File: config.mk
export PLATFORM = sky130hd
export DESIGN_NAME = mem_arbiter
export DESIGN_NICKNAME = d
export VERILOG_FILES = /design/src/rtl/mem_arbiter_pkg.sv /design/src/rtl/mem_arbiter_enreg.sv /design/src/rtl/mem_arbiter.sv
export SDC_FILE = /design/constraint.sdc
export NUM_CORES = 1
export LEC_CHECK = 0
export ABC_AREA = 1
export CORE_AREA = 2 2 219 221
export CTS_BUF_LIST = sky130_fd_sc_hd__clkbuf_16
export DETAILED_ROUTE_END_ITERATION = 16
export DIE_AREA = 0 0 221 223
export GPL_TIMING_DRIVEN = 0
export PLACE_DENSITY_LB_ADDON = 0.15
export SLEW_MARGIN = 20
export SYNTH_ARGS = -nofsm -noshare
export SYNTH_HDL_FRONTEND = slang
export SYNTH_SLANG_ARGS = --single-unit
File: constraint.sdc
create_clock -name clk -period 1.35 [get_ports clk]
set_input_delay 0.135 -clock clk [delete_from_list [all_inputs] [get_ports clk]]
set_output_delay 0.135 -clock clk [all_outputs]
set_load 0.02 [all_outputs]
File: src/rtl/mem_arbiter_pkg.sv
// Shared constants for the main-memory arbiter: FSM encoding, owner encoding,
// default latency and the round-robin owner selection.
package mem_arbiter_pkg;

    localparam logic [0:0] ST_IDLE = 1'b0;
    localparam logic [0:0] ST_BUSY = 1'b1;

    localparam logic OWN_ICACHE = 1'b0;
    localparam logic OWN_DCACHE = 1'b1;

    localparam int DEFAULT_MEM_LATENCY = 4;

    // A tie goes to whichever requester was not granted last.
    function automatic logic pick_owner(input logic pet_i, input logic pet_d,
                                        input logic last_grant);
        logic owner;
        if (pet_i && pet_d) begin
            owner = (last_grant == OWN_ICACHE) ? OWN_DCACHE : OWN_ICACHE;
        end else if (pet_d) begin
            owner = OWN_DCACHE;
        end else begin
            owner = OWN_ICACHE;
        end
        return owner;
    endfunction

endpackage

File: src/rtl/mem_arbiter_enreg.sv
// Enable/reset register: clears on synchronous reset, loads when enabled.
module mem_arbiter_enreg #(
    parameter int WIDTH = 16
) (
    input  logic             i_clk,
    input  logic             i_reset,
    input  logic             i_en,
    input  logic [WIDTH-1:0] i_d,
    output logic [WIDTH-1:0] o_q
);

    logic [WIDTH-1:0] r_q;

    // Hold register with reset priority over load.
    always_ff @(posedge i_clk) begin
        if (i_reset) begin
            r_q <= '0;
        end else if (i_en) begin
            r_q <= i_d;
        end else begin
            r_q <= r_q;
        end
    end

    assign o_q = r_q;

endmodule

File: src/rtl/mem_arbiter.sv
// Arbiter/sequencer for the shared main-memory port between instruction and
// data caches: round-robin grant, fixed-latency count, one-cycle ready pulse.
module mem_arbiter
    import mem_arbiter_pkg::*;
#(
    parameter int addr_width       = 16,
    parameter int cache_line_width = 256,
    parameter int mem_latency      = DEFAULT_MEM_LATENCY
) (
    input  logic                        clk,
    input  logic                        reset,
    input  logic                        petitionFromIcache,
    input  logic [addr_width-1:0]       addrFromIcache,
    input  logic                        petitionFromDcache,
    input  logic [addr_width-1:0]       addrFromDcache,
    input  logic                        writeFromDcache,
    input  logic [cache_line_width-1:0] lineFromDcache,
    output logic                        memServiceReadyIcache,
    output logic                        memServiceReadyDcache,
    output logic [addr_width-1:0]       memAddr,
    output logic                        memRead,
    output logic                        memWrite,
    output logic [cache_line_width-1:0] memWriteLine,
    output logic                        busy
);

    localparam logic [3:0] LAT_LAST = 4'(mem_latency - 1);

    logic [0:0] r_state;
    logic [3:0] r_cnt;
    logic       r_last_grant;
    logic       r_owner;
    logic       r_wflag;

    logic                        w_grant;
    logic                        w_owner_next;
    logic                        w_wflag_next;
    logic                        w_done;
    logic                        w_busy;
    logic [addr_width-1:0]       w_addr_next;
    logic [addr_width-1:0]       w_addr_q;
    logic [cache_line_width-1:0] w_line_next;
    logic [cache_line_width-1:0] w_line_q;

    // Grant decision and the values to latch for the chosen owner.
    always_comb begin
        w_grant      = 1'b0;
        w_owner_next = pick_owner(petitionFromIcache, petitionFromDcache, r_last_grant);
        w_addr_next  = addrFromIcache;
        w_wflag_next = 1'b0;
        w_line_next  = '0;
        if (r_state == ST_IDLE) begin
            w_grant = petitionFromIcache | petitionFromDcache;
        end else begin
            w_grant = 1'b0;
        end
        if (w_owner_next == OWN_DCACHE) begin
            w_addr_next  = addrFromDcache;
            w_wflag_next = writeFromDcache;
            w_line_next  = lineFromDcache;
        end else begin
            w_addr_next  = addrFromIcache;
            w_wflag_next = 1'b0;
            w_line_next  = '0;
        end
    end

    assign w_done = (r_state == ST_BUSY) && (r_cnt == LAT_LAST);

    // FSM, latency counter, owner and round-robin history.
    always_ff @(posedge clk) begin
        if (reset) begin
            r_state      <= ST_IDLE;
            r_cnt        <= 4'd0;
            r_last_grant <= OWN_ICACHE;
            r_owner      <= OWN_ICACHE;
            r_wflag      <= 1'b0;
        end else begin
            case (r_state)
                ST_IDLE: begin
                    if (w_grant) begin
                        r_state      <= ST_BUSY;
                        r_cnt        <= 4'd0;
                        r_last_grant <= w_owner_next;
                        r_owner      <= w_owner_next;
                        r_wflag      <= w_wflag_next;
                    end else begin
                        r_state <= ST_IDLE;
                        r_cnt   <= 4'd0;
                    end
                end
                ST_BUSY: begin
                    if (w_done) begin
                        r_state <= ST_IDLE;
                        r_cnt   <= 4'd0;
                    end else begin
                        r_cnt   <= r_cnt + 4'd1;
                    end
                end
                default: begin
                    r_state <= ST_IDLE;
                    r_cnt   <= 4'd0;
                end
            endcase
        end
    end

    mem_arbiter_enreg #(.WIDTH(addr_width)) u_addr_reg (
        .i_clk   (clk),
        .i_reset (reset),
        .i_en    (w_grant),
        .i_d     (w_addr_next),
        .o_q     (w_addr_q)
    );

    mem_arbiter_enreg #(.WIDTH(cache_line_width)) u_line_reg (
        .i_clk   (clk),
        .i_reset (reset),
        .i_en    (w_grant),
        .i_d     (w_line_next),
        .o_q     (w_line_q)
    );

    // Outputs read as zero while reset is held, even mid-transaction.
    assign w_busy                = (r_state == ST_BUSY) && !reset;
    assign busy                  = w_busy;
    assign memRead               = w_busy && !r_wflag;
    assign memWrite              = w_busy && r_wflag;
    assign memServiceReadyIcache = w_done && !reset && (r_owner == OWN_ICACHE);
    assign memServiceReadyDcache = w_done && !reset && (r_owner == OWN_DCACHE);
    assign memAddr               = reset ? '0 : w_addr_q;
    assign memWriteLine          = reset ? '0 : w_line_q;

endmodule

==> out/qor.yml, run 1 <==
routing:
  routed_wirelength_um: 51400
  post_drt_wl_per_cell_um: 16.4
  drc_errors: 0
  ant_nets: 0
  drt_iter0_drc: 692
  via_per_inst: 4.29
  num_vias: 13424
  first_pass_iters: 5
layout:
  fillers: 5075
  instances_no_fill: 3132
  syn_to_final_growth_pct: 65.5
  drive_above_1_share: 0.232
  nets: 2787
  design_area_um2: 20000
  register_area_um2: 5600
  utilization: 0.425
  multiInputGateArea_um2: 5140
timing:
  hold_slack_ns: 0.164
  timing.final.crit_share: 1.19
  max_freq_mhz: 624
  min_period_ns: 1.60
  fin_ws_ns: -0.251
  timing.setup.tns_ns: -11.60
  finalHoldViolCount: 0
  finalSetupViolCount: 233
  slew_headroom: 0.615
  slew_violations: 0
  worstMarginPinSlew_ns: 0.578
  rsz0062_at_grt: "yes"
  skew_ns: 0.0120
yosys:
  synth_area_um2: 12100
  synth_top_cells_by_area: "dfxtp_1 46%, nand2_1 18%, o21ai_0 11%"
  synthesis.instances: 1846
  ys_seq_elements: 279
  syn-num-nets: 2140
  yosys.area.top_type: "dfxtp_1"
  yosys.area_share.adder: 0.00103
  synth-xor-area-share: 0
  synth_compound_area_frac: 0.109
  synth_top_family_by_area: "simple AND/OR/NAND/NOR gates"
  synth.avg_cell_area_um2: 6.55
  muxShareOfSynthArea: 0
  ys_warn_count: 0
  synth_seq_area_share: 0.462
  ys_types: 21
  synth_top_cell_area_share: 0.462
  synth-simple-area-share: 0.284
floorplanning:
  fp.dieW_um: 221
  row_count: 80
  ios: 570
  design.core.area_um2: 47100
  start_util: 0.257
  die-area_um2: 49300
  die_h_um: 223
place:
  post_dp_cell_area_um2: 18600
  dp_slack_ns: -0.738
  io_buffers: 568
  gp_congestion: 0.872
  dp_hpwl_um: 38300
  dp_cells: 3029
clock_network:
  ctsHtreeMaxLevel: 2
  clk_pin_slew_ns: 0.05
  insertion_delay_ns: 0.53
  clockBufferDepth: 3
  cts.sinks: 279
  cts_tree: "done"
  cts_buffers: 36
  cts_root_buffer: "clkbuf_16"
worst_hold_path:
  hold_class: "in2reg"
global_route:
  overflow: 0
  grt_pass1_wl_um: 74900
  grt.total_usage: 0.195
  grt_pass1_vias: 12977
  grt_antenna_before_repair: 5
  grt_max_degree: 12
setup_path:
  end_kind: "primary output"
  crit_arrival_ns: 1.47
  critPathMaxFanout: 4
  crit_path_start_kind: "flop"
  crit_required_ns: 1.22
  critPathKind: "reg2out"
pwr:
  leakage_nw: 8.78
  powerDensity_nw_per_um2: 1150
  ir_worst_vdd_mv: 0.915
  power_mw: 23.0
outcome:
  status: "complete, but fails checks"
  failed_checks: "setup timing"
job:
  max-cap-violations: 0
==> kinds of logic (layout without fill, tap and decap cells) <==
family | Yosys count | count (layout)
and+or+nand+nor | 886 | 886
AOI/OAI and AO/OA | 263 | 263
adders and majority gates | 1 | 1
buffers and inverters | 417 | 1087
other | 0 | 1
DFF | 279 | 279
==> per-layer routing <==
metal	vias up	wire length [µm]	track usage	share of wire
met5	-	57	0	0.0011
met4	8	1610	0.0712	0.031
met3	87	4000	0.0652	0.078
met2	413	25600	0.343	0.50
met1	6099	20200	0.219	0.39
li1	6817	-	-	-
==> path summary, 6_finish.rpt <==
path,start,end,slack [ns],cells past startpoint
setup / recovery,r_state$_SDFF_PP0_,memServiceReadyIcache,-0.25,5
hold / removal,reset,u_addr_reg.o_q[14]$_SDFFE_PP0P_,0.16,5
setup reg to reg,r_state$_SDFF_PP0_,u_line_reg.o_q[199]$_SDFFE_PP0P_,-0.11,8
hold reg to reg,r_cnt[0]$_SDFF_PP0_,r_cnt[0]$_SDFF_PP0_,0.45,1
==> registers in the layout, indices dropped and copies added (netlist names) <==
| register | count |
|---|---|
| r_state | 1 |
| r_wflag | 1 |
| r_owner | 1 |
| r_cnt | 4 |
| u_line_reg.o_q | 256 |
| u_addr_reg.o_q | 16 |
==> area by class of cell <==
type | count | area share
antenna | 1 | 0.000125
buffer | 121 | 0.0499
clock buffer | 37 | 0.0463
clock inverter | 24 | 0.00588
inverter | 295 | 0.0556
multi-input combinational | 1150 | 0.257
sequential | 279 | 0.280
tap | 615 | 0.0384
timing repair buffer | 610 | 0.268
==> power breakdown <==
part	internal, mW	total, mW	switching (mW)
sequential	8.84	9.01	0.161
combinational	2.48	5.25	2.76
clock	5.09	8.71	3.63
total	16.4	23.0	6.55
==> layout by cell type, fill, tap and decap left out, types with 2 or more instances in the layout <==
master	n
clkinv_1	10
nor2_4	16
buf_12	8
dfxtp_1	274
buf_4	203
a21oi_1	3
o21ai_0	182
o21ai_2	6
clkdlybuf4s50_1	291
clkbuf_2	2
buf_2	154
inv_4	2
clkbuf_1	2
nor2_1	194
nand2_1	566
nand3b_1	15
clkbuf_4	11
nand3_1	17
inv_1	304
clkbuf_16	49
o21ai_1	70
nand4_1	3
nor2_2	70
buf_6	32
buf_8	15
dfxtp_4	2
dfxtp_2	3
==> Yosys cell counts <==
library cell  count
a21oi_1           4
buf_1             2
buf_2           100
buf_4            12
buf_6             1
clkbuf_1          7
dfxtp_1         279
ha_1              1
inv_1           295
nand2_1         567
nand2_2           1
nand3_1          17
nand3_2           1
nand3b_1         15
nand4_1           3
nor2_1          280
nor3_4            1
o21ai_0         256
o21ai_1           1
o21ai_2           2
or2_2             1
==> critical path, stage by stage, from the launching register on <==
cell and delay [ns]:
dfxtp_2 0.35, inv_4 0.04, nor2_4 0.15, nand4_1 0.13
nor2_1 0.12, buf_4 0.16
==> what timing repair did <==
item                       in CTS  in global routing
hold endpoints to repair        0                  0
hold buffers                    0                  0
gates resized for setup      1469                236
setup endpoints to repair     548                507
gates cloned                    0                 14
pin swaps                       6                  7
setup buffers                   7                 21
Note: power is estimated with default switching activity, not from simulation.
==> inputs of run 2 (changes only) <==
ABC_CLOCK_PERIOD_IN_PS = 1350   (was default)
RECOVER_POWER = 100   (was default)
==> results of run 2 <==
The final DEF is identical to that of run 1; final timing and power are the same.
